<file path="config.mk">
export PLATFORM = sky130hd
export DESIGN_NAME = rfsm
export DESIGN_NICKNAME = d
export VERILOG_FILES = /design/src/rtl/rfsm.sv
export SDC_FILE = /design/constraint.sdc
export NUM_CORES = 1
export LEC_CHECK = 0
export ABC_CLOCK_PERIOD_IN_PS = 2200
export CORE_AREA = 2 2 39 41
export DETAILED_ROUTE_END_ITERATION = 7
export DIE_AREA = 0 0 41 43
export SLEW_MARGIN = 15
export SYNTH_ARGS = -nofsm -noshare
export SYNTH_HDL_FRONTEND = slang
export SYNTH_SLANG_ARGS = --single-unit
</file>
<file path="constraint.sdc">
create_clock -name clk -period 2.2 [get_ports clk]
set_clock_uncertainty 0.2 [all_clocks]
set_input_delay 0.55 -clock clk [delete_from_list [all_inputs] [get_ports clk]]
set_output_delay 0.55 -clock clk [all_outputs]
set_load 0.1 [all_outputs]
</file>
<file path="src/rtl/rfsm.sv">
// Serial frame receiver control FSM: start bit, WIDTH data bits, optional parity, stop bit.
// Define RFSM_PARITY_EN to include the PARITY state and parity-error word suppression.
module rfsm #(
    parameter int WIDTH = 8
) (
    input  logic clk,
    input  logic rst_n,
    input  logic d_ready,
    input  logic p_error,
    output logic sel,
    output logic d_load
);

    localparam int CW = $clog2(WIDTH + 1);
    localparam logic [CW-1:0] LAST = CW'(WIDTH - 1);

    typedef enum logic [2:0] {
        IDLE   = 3'd0,
        DATA   = 3'd1,
        PARITY = 3'd2,
        STOP   = 3'd3,
        LOAD   = 3'd4,
        ERR    = 3'd5
    } state_t;

    state_t        state, state_nx;
    logic [CW-1:0] cnt, cnt_nx;
    logic          perr_q, perr_nx;
    logic          sel_nx, d_load_nx;

    // Outputs are registered from the next-state decode, so they stay Moore and glitch-free.
    always_ff @(posedge clk or posedge rst_n) begin
        if (rst_n) begin
            state  <= IDLE;
            cnt    <= '0;
            sel    <= 1'b0;
            d_load <= 1'b0;
        end else begin
            state  <= state_nx;
            cnt    <= cnt_nx;
            sel    <= sel_nx;
            d_load <= d_load_nx;
        end
    end

`ifdef RFSM_PARITY_EN
    always_ff @(posedge clk or posedge rst_n) begin
        if (rst_n)
            perr_q <= 1'b0;
        else
            perr_q <= perr_nx;
    end
`else
    logic unused_perr;
    assign perr_q      = 1'b0;
    assign unused_perr = ^{perr_nx, p_error};
`endif

    always_comb begin
        state_nx = state;
        cnt_nx   = cnt;
        perr_nx  = perr_q;
        case (state)
            IDLE: begin
                if (!d_ready) begin
                    state_nx = DATA;
                    cnt_nx   = '0;
                    perr_nx  = 1'b0;
                end
            end
            DATA: begin
                if (cnt == LAST) begin
`ifdef RFSM_PARITY_EN
                    state_nx = PARITY;
`else
                    state_nx = STOP;
`endif
                end else begin
                    cnt_nx = cnt + 1'b1;
                end
            end
`ifdef RFSM_PARITY_EN
            PARITY: begin
                perr_nx  = p_error;
                state_nx = STOP;
            end
`endif
            STOP: begin
                if (!d_ready)
                    state_nx = ERR;
                else if (perr_q)
                    state_nx = IDLE;
                else
                    state_nx = LOAD;
            end
            LOAD: begin
                if (!d_ready) begin
                    state_nx = DATA;
                    cnt_nx   = '0;
                    perr_nx  = 1'b0;
                end else begin
                    state_nx = IDLE;
                end
            end
            ERR: begin
                if (d_ready)
                    state_nx = IDLE;
            end
            default: state_nx = IDLE;
        endcase
        sel_nx    = (state_nx == DATA);
        d_load_nx = (state_nx == LOAD);
    end

endmodule

</file>
======== Yosys cells after proc, flatten, opt, wreduce, memory -nomap -nowiden ========
Cells that the tools add are included.
word-level totals
  output and inout bits ................... 2
  input port bits ......................... 4
  flip-flop bits (word level) ............. 9
operators by class
  mux-type cells .......................... 9
  equality and inequality tests ........... 9
  reductions and logical operators ........ 4
  $add $sub $neg .......................... 1
operators by type and width
  cell                                            number
  one-hot mux 3 bit (5 select lines)              1
  == test 3 bit (second input constant)           3
  two-way mux 3 bit                               3
  two-way mux 4 bit                               2
  one-hot mux 4 bit (2 select lines)              1
  == test 3 x 1 -> 1 bit (second input constant)  2
  adder 4 x 1 -> 4 bit (second input constant)    1
  == test 4 x 3 -> 1 bit (second input constant)  1
  inequality test 2 bit (second input constant)   2
  == test 3 x 2 -> 1 bit (second input constant)  1
  logical NOT 3 bit                               1
  AND reduction 3 bit                             1
  two-way mux 1 bit                               2
  nonzero test 2 bit                              1
  OR reduction 2 bit                              1

======== Longest topological paths before layout ========
  word-level depth ........................ 4
  mapped depth ............................ 4
  gate-level depth less buffers ........... 4

======== Worst setup path before layout ========
No wires, ideal clock.
  kind .................................... reg2out
  start ................................... register d_load
  end ..................................... output port d_load
  arrival ................................. 883 ps
  cell stages (with the launch flop) ...... 1
  path slack .............................. 567 ps
  path through ............................ dfrtp_1
RTL lines
  what                    RTL line  source
  from (decl)             11        output logic d_load
  from (signal assigned)  42        d_load <= d_load_nx;
No word-level cell between the ends.

======== Worst setup path after layout ========
  start ................................... input port d_ready
  end ..................................... register cnt[0]
between the ends
  longest elaborated chain between the ends .. 2
RTL lines
  what                             RTL line  source
  from (decl)                      8         input logic d_ready,
  inequality test 2 bit (no line)  --
  AND reduction 3 bit (no line)    --
  to (signal assigned)             40        cnt <= cnt_nx;
  to (decl)                        27        logic [CW-1:0] cnt, cnt_nx;
Every way passes these cells.
A chain may end at the register's enable or synchronous reset.

==> flow_metrics.env <==
export IMPL_run_status="finished, final reports clean"
export IMPL_cts_sinks=9
export IMPL_gp_congestion=0.740
export IMPL_setup_viol=0
export IMPL_required_ns=2.14
export IMPL_drive_above_1_share=0.149
export IMPL_fmax_ghz=0.600
export IMPL_grt_pass1_vias=264
export IMPL_synth_async_sr_flop_share=1.00
export IMPL_avgSynthCellArea_um2=11.0
export IMPL_vias_per_cell=4.59
export IMPL_maxCapViolations=0
export IMPL_yosysMostFrequentCell="dfrtp_1"
export IMPL_path_max_fanout=5
export IMPL_synth_ff_type="dfrtp_1"
export IMPL_die_area_mm2=0.00176
export IMPL_num_antenna_cells=0
export IMPL_hold_start="cnt[0]$_DFFE_PP0P_"
export IMPL_endpoint_kind="flip-flop"
export IMPL_synth_edf_count=0
export IMPL_maxSlewViolCount=0
export IMPL_p_int_mw=0.519
export IMPL_fin_tns_setup_ns=0
export IMPL_grt_ovfl_total=0
export IMPL_grt_max_degree=10
export IMPL_grt_first_pass_wirelength_um=1160
export IMPL_synth_seq_cells=9
export IMPL_grt_usage=0.107
export IMPL_fin_crit_sh=0.757
export IMPL_ant_nets=0
export IMPL_num_fill_cells=143
export IMPL_synth_common_cells="9 x dfrtp_1, 5 x nand2_1, 3 x a21oi_1, 3 x mux2i_1"
export IMPL_clockBufferDepth=2
export IMPL_die_y_um=43
export IMPL_p_sw_mw=0.356
export IMPL_critPathKind="input port to flip-flop"
export IMPL_drt_drc_violations_left=0
export IMPL_synthTopCellsByArea="dfrtp_1 51%, mux2i_1 6.8%, nand4bb_4 6.2%, nand2_1 4.2%, a21oi_1 3.4%"
export IMPL_syn_area_um2=442
export IMPL_drtIter0Drc=2
export IMPL_die_x_um=41
export IMPL_num_rows=14
export IMPL_routed_wl_um=712
export IMPL_synthesis_instances=40
export IMPL_combPwrFrac=0.489
export IMPL_crit_start="d_ready"
export IMPL_final_util=0.388
export IMPL_rsz0062_at_grt="false"
export IMPL_clkPwrFrac=0.145
export IMPL_nets=53
export IMPL_leakage_nw=0.247
export IMPL_place_hpwl_um=533
export IMPL_synth_nets=45
export IMPL_drt_pass1_iterations=2
export IMPL_yosysSeqAreaShare=0.510
export IMPL_grt_antenna_before_repair=0
export IMPL_total_power_mw=0.875
export IMPL_ios=6
export IMPL_worst_pin_slew_ns=0.345
export IMPL_hold_path_class="flip-flop to flip-flop"
export IMPL_seq_power_share=0.366
export IMPL_switching_share=0.407
export IMPL_r2r_start="state[1]$_DFF_PP0_"
export IMPL_start_kind="input port"
export IMPL_vias=289
export IMPL_cts_resized=0
export IMPL_port_buffers=4
export IMPL_powerDensity_mw_per_mm2=1630
export IMPL_hold_viol=0
export IMPL_cts_tree="done"
export IMPL_post_drt_wl_per_cell_um=11.3
export IMPL_slew_limit_headroom=0.770
export IMPL_regArea_um2=225
export IMPL_critPathArrivalTime_ns=1.61
export IMPL_cts_buffers=3
export IMPL_ir_drop_v=0.000448
export IMPL_clk_latency_ns=0.26
export IMPL_netlist_cell_type_count=21
export IMPL_cts_reportedPaths_clkPinSlew_ns=0.06
export IMPL_initial_core_util=0.319
export IMPL_coreArea_mm2=0.00138
export IMPL_synth_top_area_cell="dfrtp_1"
export IMPL_h_tree_depth=1
export IMPL_cts_setup_buffers=0
export IMPL_yosys_warnings=0
export IMPL_multi_input_area_um2=198
export IMPL_hold_buffers=0
export IMPL_period_minus_slack_ns=1.67
export IMPL_yosys_area_top_type_share=0.510
export IMPL_cts_root_buf="clkbuf_4"
export IMPL_area_delta_synth_final_pct=21.5
[logic make-up after synthesis]
logic type | count (synthesis) | share of synthesized area
flip-flops | 9 | 0.510
AND/OR/NAND/NOR | 18 | 0.269
multiplexers | 3 | 0.0680
AO/OA/AOI/OAI | 6 | 0.0821
buffers and inverters | 3 | 0.0425
adder cells (fa/ha/maj) | 1 | 0.0283
[power groups by stage]
stage,clock network [mW],registers [mW],logic [mW]
2_1_floorplan,0,0.377,0.278
3_3_place_gp,0,0.320,0.430
3_5_place_dp,0,0.324,0.431
4_1_cts,0.133,0.321,0.434
5_1_grt,0.140,0.333,0.473
6_report,0.127,0.320,0.428
[area by class of cell]
class,instances,share of cell area
Clock buffer,4,0.0490
Inverter,2,0.0140
Multi-Input combinational cell,28,0.368
Sequential cell,9,0.420
Tap cell,16,0.0373
Timing Repair Buffer,4,0.112
[per-stage QoR]
step                cells  area [um^2]  hold slack [ns]  worst slack (ns)
floorplan              40          442            0.178             0.567
global placement       59          510            0.299             0.269
detailed placement     59          510            0.311             0.255
CTS                    63          537            0.319             0.533
global route           63          537            0.346             0.464
finish                 63          537            0.311             0.534
[per-layer routing]
| layer | part of all wire | GRT usage |
|---|---|---|
| met1 | 0.47 | 0.126 |
| met2 | 0.44 | 0.128 |
| met3 | 0.062 | 0.0785 |
| met4 | 0.028 | 0.0800 |
| met5 | 0 | 0 |
[sequential cells by signal, indices dropped and copies added, names as in the netlist]
signal and cells:
sel 1, d_load 1, state 3, cnt 4
[layout by cell type (no fill, tap or decap), types with 2 or more instances in the layout]
cell             synthesis  layout
buf_12                   0       2
dfrtp_1                  9       9
clkdlybuf4s50_1          0       2
nor2_1                   2       2
a21oi_1                  3       3
nand2_1                  5       5
mux2i_1                  3       3
clkbuf_4                 0       3
nor2b_1                  2       2
inv_1                    2       2
[final timing paths]
path	slack (ns)	cells after the start	to
setup / recovery	0.53	4	cnt[0]$_DFFE_PP0P_
hold / removal	0.31	1	cnt[0]$_DFFE_PP0P_
setup reg to reg	0.60	3	cnt[3]$_DFFE_PP0P_
hold reg to reg	0.31	1	cnt[0]$_DFFE_PP0P_
max in group asynchronous	1.20	2	state[0]$_DFF_PP0_
min in group asynchronous	0.34	2	cnt[2]$_DFFE_PP0P_
[critical path, stage by stage]
cell and delay (ns):
clkdlybuf4s50_1 0.48, or3_1 0.42, nand2_1 0.09, mux2i_1 0.06
Power figures use the tool's default switching activity.
==> edit 1 (same flow settings) <==
The option `RFSM_PARITY_EN` is turned on by a define.
--- a/src/rtl/rfsm.sv
+++ b/src/rtl/rfsm.sv
@@ -1,5 +1,7 @@
 // Serial frame receiver control FSM: start bit, WIDTH data bits, optional parity, stop bit.
 // Define RFSM_PARITY_EN to include the PARITY state and parity-error word suppression.
+`define RFSM_PARITY_EN
+
 module rfsm #(
     parameter int WIDTH = 8
 ) (
Behaviour: same outputs for any inputs over 10 cycles, from zero or initial values and one cycle with rst_n high; that may be too few to reach the edited logic, so the function may still have changed.
==> edit 1 against the original RTL <==
- sequential share of layout area shrank 2.4 points
- sequential cell count up 1
- total power rose by 4.8%
- combinational power fell by 2%
- area after synthesis rose by 15%
- highest routed layer unchanged
- worst setup slack worse by 120 ps
- design area increased by 18%
- via count increased by 29%
- routed wire length increased by 12%
==> edit 1: results (changes against the original RTL) <==
[finish]
drive_above_1_share = 0.1930  ; +0.04405
top_register = cnt
nets = 63  ; +19%
fill_cells = 140  ; -2.1%
antenna_cells = 0  ; unchanged
reg_top3 = cnt: 4 flops, state: 3 flops
finalCoreUtilization = 0.4575  ; +0.06962

[placed_design]
pre_cts_slack_ps = 138.5  ; -116.3 ps
placed_cell_area_sq_um = 596.8  ; +17%
detailed_place_hpwl_um = 636.1  ; +19%
finalWeightedCongestion = 0.6690  ; -9.6%
dp_cells = 69  ; +17%
numPortBuffers = 5  ; +1

[critical_path]
cp.arrival_ps = 1730  ; +120 ps
worstReg2RegStart = cnt[0]$_DFFE_PP0P_
crit_fanout = 5  ; unchanged
reg2reg_to = state[0]$_DFF_PP0_
worstRegToRegCells = 4  ; +1
ff2ff_setup_slack_ps = 680  ; +80 ps

[route]
wl_um = 799  ; +12%
detail_route.wl_per_cell_um = 10.95  ; -3.2%
drt-vias-per-instance = 5.110  ; +11%
dr.pass1.iters = 2  ; unchanged
ant_nets = 0  ; unchanged
drt-initial-drc-count = 4  ; +2

[global_routing]
grt_max_degree = 11  ; +1
use_met1 = 0.1667  ; +0.04084
antenna_found_initial = 0  ; unchanged
grt_util_met2 = 0.1938  ; +0.06563
track_usage = 0.1350  ; +0.02763
met3_usage = 0.03141  ; -0.04712
grt_pass1_vias = 388  ; +47%
grt_pass1_wl_um = 1559  ; +35%

[worst_hold_path]
min_from = perr_q$_DFFE_PP0P_
hold_path_end = d_load$_DFF_PP0_
holdCritPathClass = reg -> reg
whs_path_depth = 1  ; unchanged

[synth]
synthTopCellsByCount = dfrtp_1, inv_1, nand2_1, mux2i_1
yosys_warnings = 0  ; unchanged
ys_types = 24  ; +14%
syn_nets = 53  ; +18%
avgSynthCellArea_sq_um = 10.56  ; -4.4%
ys_seq_area_frac = 0.4938  ; -0.01609
ys_async_sr_fraction = 1.000  ; unchanged
synth.area.top_cells = dfrtp_1, mux2i_1, inv_1

[cts]
h-tree-depth = 1  ; unchanged
cts-root-buf = clkbuf_4
cts.clk_slew.worst_paths_ps = 60  ; about the same
cts_resized = 0  ; unchanged
post_cts_buffers = 0  ; unchanged
clk_latency_ps = 260  ; about the same
cts_made_buffers = 3  ; unchanged
max-clock-path-buffers = 2  ; unchanged
ctsHoldBuffers = 0  ; unchanged

[power]
p_leak_nw = 0.3086  ; +25%
vdd_drop_max_uv = 733.5  ; +64%

[run_status]
outcome = finished, final reports clean

[timing]
finalHoldWorstSlack_ps = 297.4  ; -13.82 ps
worst_pin_slew_ps = 365.5  ; +20.60 ps

==> edit 1: logic make-up after synthesis <==
group | count (synthesis) | synth area share
AND/OR/NAND/NOR | 19 | 0.2420
AO/OA/AOI/OAI | 10 | 0.1432
flip-flops | 10 | 0.4938
buffers and inverters | 5 | 0.03704
multiplexers | 3 | 0.05926
adder cells (fa/ha/maj) | 1 | 0.02469
==> edit 1: worst max-delay path by stage <==
stage / slack, ps / cells past startpoint / end / startpoint
final: 420 / 4 / cnt[0]$_DFFE_PP0P_ / d_ready
after global routing: 370 / 4 / cnt[0]$_DFFE_PP0P_ / d_ready
after floorplan: 570 / 0 / d_load / d_load$_DFF_PP0_
after CTS: 420 / 4 / cnt[0]$_DFFE_PP0P_ / d_ready
after global placement: 150 / 4 / cnt[0]$_DFFE_PP0P_ / d_ready
after detailed placement: 140 / 4 / cnt[0]$_DFFE_PP0P_ / d_ready
==> edit 1: worst max-delay path, stage by stage <==
cell and delay, ps:
clkdlybuf4s50_1 470, or3_2 550, nand2_1 90, mux2i_1 60
==> edit 1: cell type report <==
class / instances / share of cell area
repair buffers: 5 / 0.1107
clock buffers: 4 / 0.05731
well taps: 16 / 0.03162
flip-flops and latches: 10 / 0.3953
multi-input cells: 33 / 0.3755
inverters: 5 / 0.02964
==> edit 1: metal layers <==
layer,part of all wire,vias to the layer above
met5,0,-
met4,0.0063,0
met3,0.026,2
met2,0.52,4
met1,0.45,179
li1,-,188
==> edit 1: power breakdown <==
part	switching [mW]	internal [mW]
Sequential	0.0814	0.258
Combinational	0.221	0.197
Clock	0.0596	0.100
==> edit 2 (same settings) <==
Made on the original files. The 6 states of `state_t` get a one-hot encoding in 6 bits.
--- a/src/rtl/rfsm.sv
+++ b/src/rtl/rfsm.sv
@@ -14,13 +14,13 @@
     localparam int CW = $clog2(WIDTH + 1);
     localparam logic [CW-1:0] LAST = CW'(WIDTH - 1);
 
-    typedef enum logic [2:0] {
-        IDLE   = 3'd0,
-        DATA   = 3'd1,
-        PARITY = 3'd2,
-        STOP   = 3'd3,
-        LOAD   = 3'd4,
-        ERR    = 3'd5
+    typedef enum logic [5:0] {
+        IDLE   = 6'b000001,
+        DATA   = 6'b000010,
+        PARITY = 6'b000100,
+        STOP   = 6'b001000,
+        LOAD   = 6'b010000,
+        ERR    = 6'b100000
     } state_t;
 
     state_t        state, state_nx;
Check against the original RTL: no difference found for any inputs over 10 cycles, from zero or initial values and one cycle with rst_n high; not proved beyond that.
==> edit 2 against the original RTL <==
- routed wire length grew 58%
- area after synthesis up 35%
- largest cell class unchanged
- worst setup slack worse by 450 ps
- largest power group is now sequential cells
- register-to-register slack got worse by 510 ps
- sequential cell count up 3
- total power fell by 35%
- via count grew 65%
- design area grew 37%
- highest routed layer unchanged
==> edit 2: results (changes against the original RTL) <==
[cts]
cts.clk_slew.worst_paths_ps = 80  ; +20 ps
post_cts_buffers = 0  ; unchanged
clk_latency_ps = 290  ; +30 ps
h-tree-depth = 1  ; unchanged
cts_resized = 0  ; unchanged
cts-root-buf = clkbuf_4

[route]
via_count = 476  ; +65%
dr.pass1.iters = 2  ; unchanged
drt-initial-drc-count = 14  ; +12
detail_route.wl_per_cell_um = 13.20  ; +17%
drt-vias-per-instance = 5.600  ; +22%

[global_routing]
grt_pass1_vias = 449  ; +70%
grt_pass1_wl_um = 1966  ; +70%
grt_max_degree = 13  ; +3
track_usage = 0.1740  ; +0.06656

[finish]
antenna_cells = 0  ; unchanged
nets = 75  ; +42%
syn_to_final_growth_pct = 23.32
drive_above_1_share = 0.1739  ; +0.02498
reg_top3 = state: 6 flops, cnt: 4 flops

[critical_path]
cp.arrival_ps = 2130  ; +520 ps
ff2ff_setup_slack_ps = 90  ; -510 ps
crit_slowest_cell = or4_4
crit_fanout = 6  ; +1
critical_path.max_stage_delay_ps = 550  ; +70 ps

[worst_hold_path]
holdCritPathClass = reg -> reg

[placed_design]
finalWeightedCongestion = 0.8491  ; +15%
pre_cts_slack_ps = 110.1  ; -144.7 ps
detailed_place_hpwl_um = 802.6  ; +51%
placed_cell_area_sq_um = 698.2  ; +37%
dp_cells = 81  ; +37%

[synth]
yosys_warnings = 0  ; unchanged
ys_seq_area_frac = 0.5063  ; -0.003612
synthTopCellsByCount = dfrtp_1, o21ai_0, nor2_1, a21oi_1
synth.area.top_cells = dfrtp_1, o21ai_0, dfstp_2
ys_async_sr_fraction = 1.000  ; unchanged
avgSynthCellArea_sq_um = 10.27  ; -7.0%
syn_nets = 63  ; +40%
ys_types = 27  ; +29%

[timing]
finalHoldWorstSlack_ps = 316.6  ; +5.301 ps
period_share = 0.9607  ; +0.2036

[power]
vdd_drop_max_uv = 371.5  ; -17%
p_leak_nw = 0.3435  ; +39%

[run_status]
outcome = finished, final reports clean

-- edit 2: cell count changes after synthesis, moves of 2 or more --
cell,change
nor2_1,+3
and4_1,+3
nand3_1,+2
nand2_1,-3
nand3b_1,+2
dfrtp_1,+2
nor3_1,+2
xor2_1,+2
mux2i_1,-2
o21ai_0,+6
-- edit 2: kinds of logic after synthesis --
logic type	share of synthesized area
compound gates	0.1639
xor+xnor	0.02942
fa+ha+maj	0.02101
buf+inv	0.006296
flops	0.5063
mux	0.01681
other cells	0.006296
simple gates	0.2500
-- edit 2: layout make-up --
cell class                 instances  area (sq um)
fill                             126         649.4
sequential                        12         301.5
multi-input combinational         45         290.3
timing repair buffer               7         82.58
clock buffer                       4         36.28
tap                               16         20.02
inverter                           1         3.754
-- edit 2: metal layers --
| metal | track usage | part of all wire |
|---|---|---|
| met3 | 0.04712 | 0.036 |
| met1 | 0.2215 | 0.49 |
| met5 | 0 | 0 |
| met4 | 0.1400 | 0.041 |
| met2 | 0.2344 | 0.43 |
-- edit 2: where the power goes --
| part | internal (mW) | switching, mW | total, mW |
|---|---|---|---|
| combinational | 0.0498 | 0.0625 | 0.112 |
| clock | 0.101 | 0.0818 | 0.183 |
| sequential | 0.244 | 0.0250 | 0.269 |
| total | 0.395 | 0.169 | 0.565 |
-- edit 2: per-stage QoR --
stage | utilization | power (mW)
after detailed placement | 0.5045 | 0.3847
after CTS | 0.5307 | 0.5696
after global placement | 0.5045 | 0.3818
final | 0.5307 | 0.5645
after floorplan | - | 0.3495
after global routing | 0.5307 | 0.5958
-- edit 2: final timing paths --
path,startpoint,to,cells past startpoint
hold / removal,cnt[0]$_DFFE_PP0P_,cnt[0]$_DFFE_PP0P_,1
setup reg to reg,state[2]$_DFF_PP0_,cnt[3]$_DFFE_PP0P_,4
max in group asynchronous,rst_n,state[0]$_DFF_PP1_,2
setup / recovery,state[2]$_DFF_PP0_,cnt[3]$_DFFE_PP0P_,4
min in group asynchronous,rst_n,cnt[2]$_DFFE_PP0P_,2
hold reg to reg,cnt[0]$_DFFE_PP0P_,cnt[0]$_DFFE_PP0P_,1
-- edit 2: worst max-delay path: cells and delay by family, from the launching register on --
family          cells  cell delay, ps
compound gates      1             150
flops               1             410
simple gates        3            1290
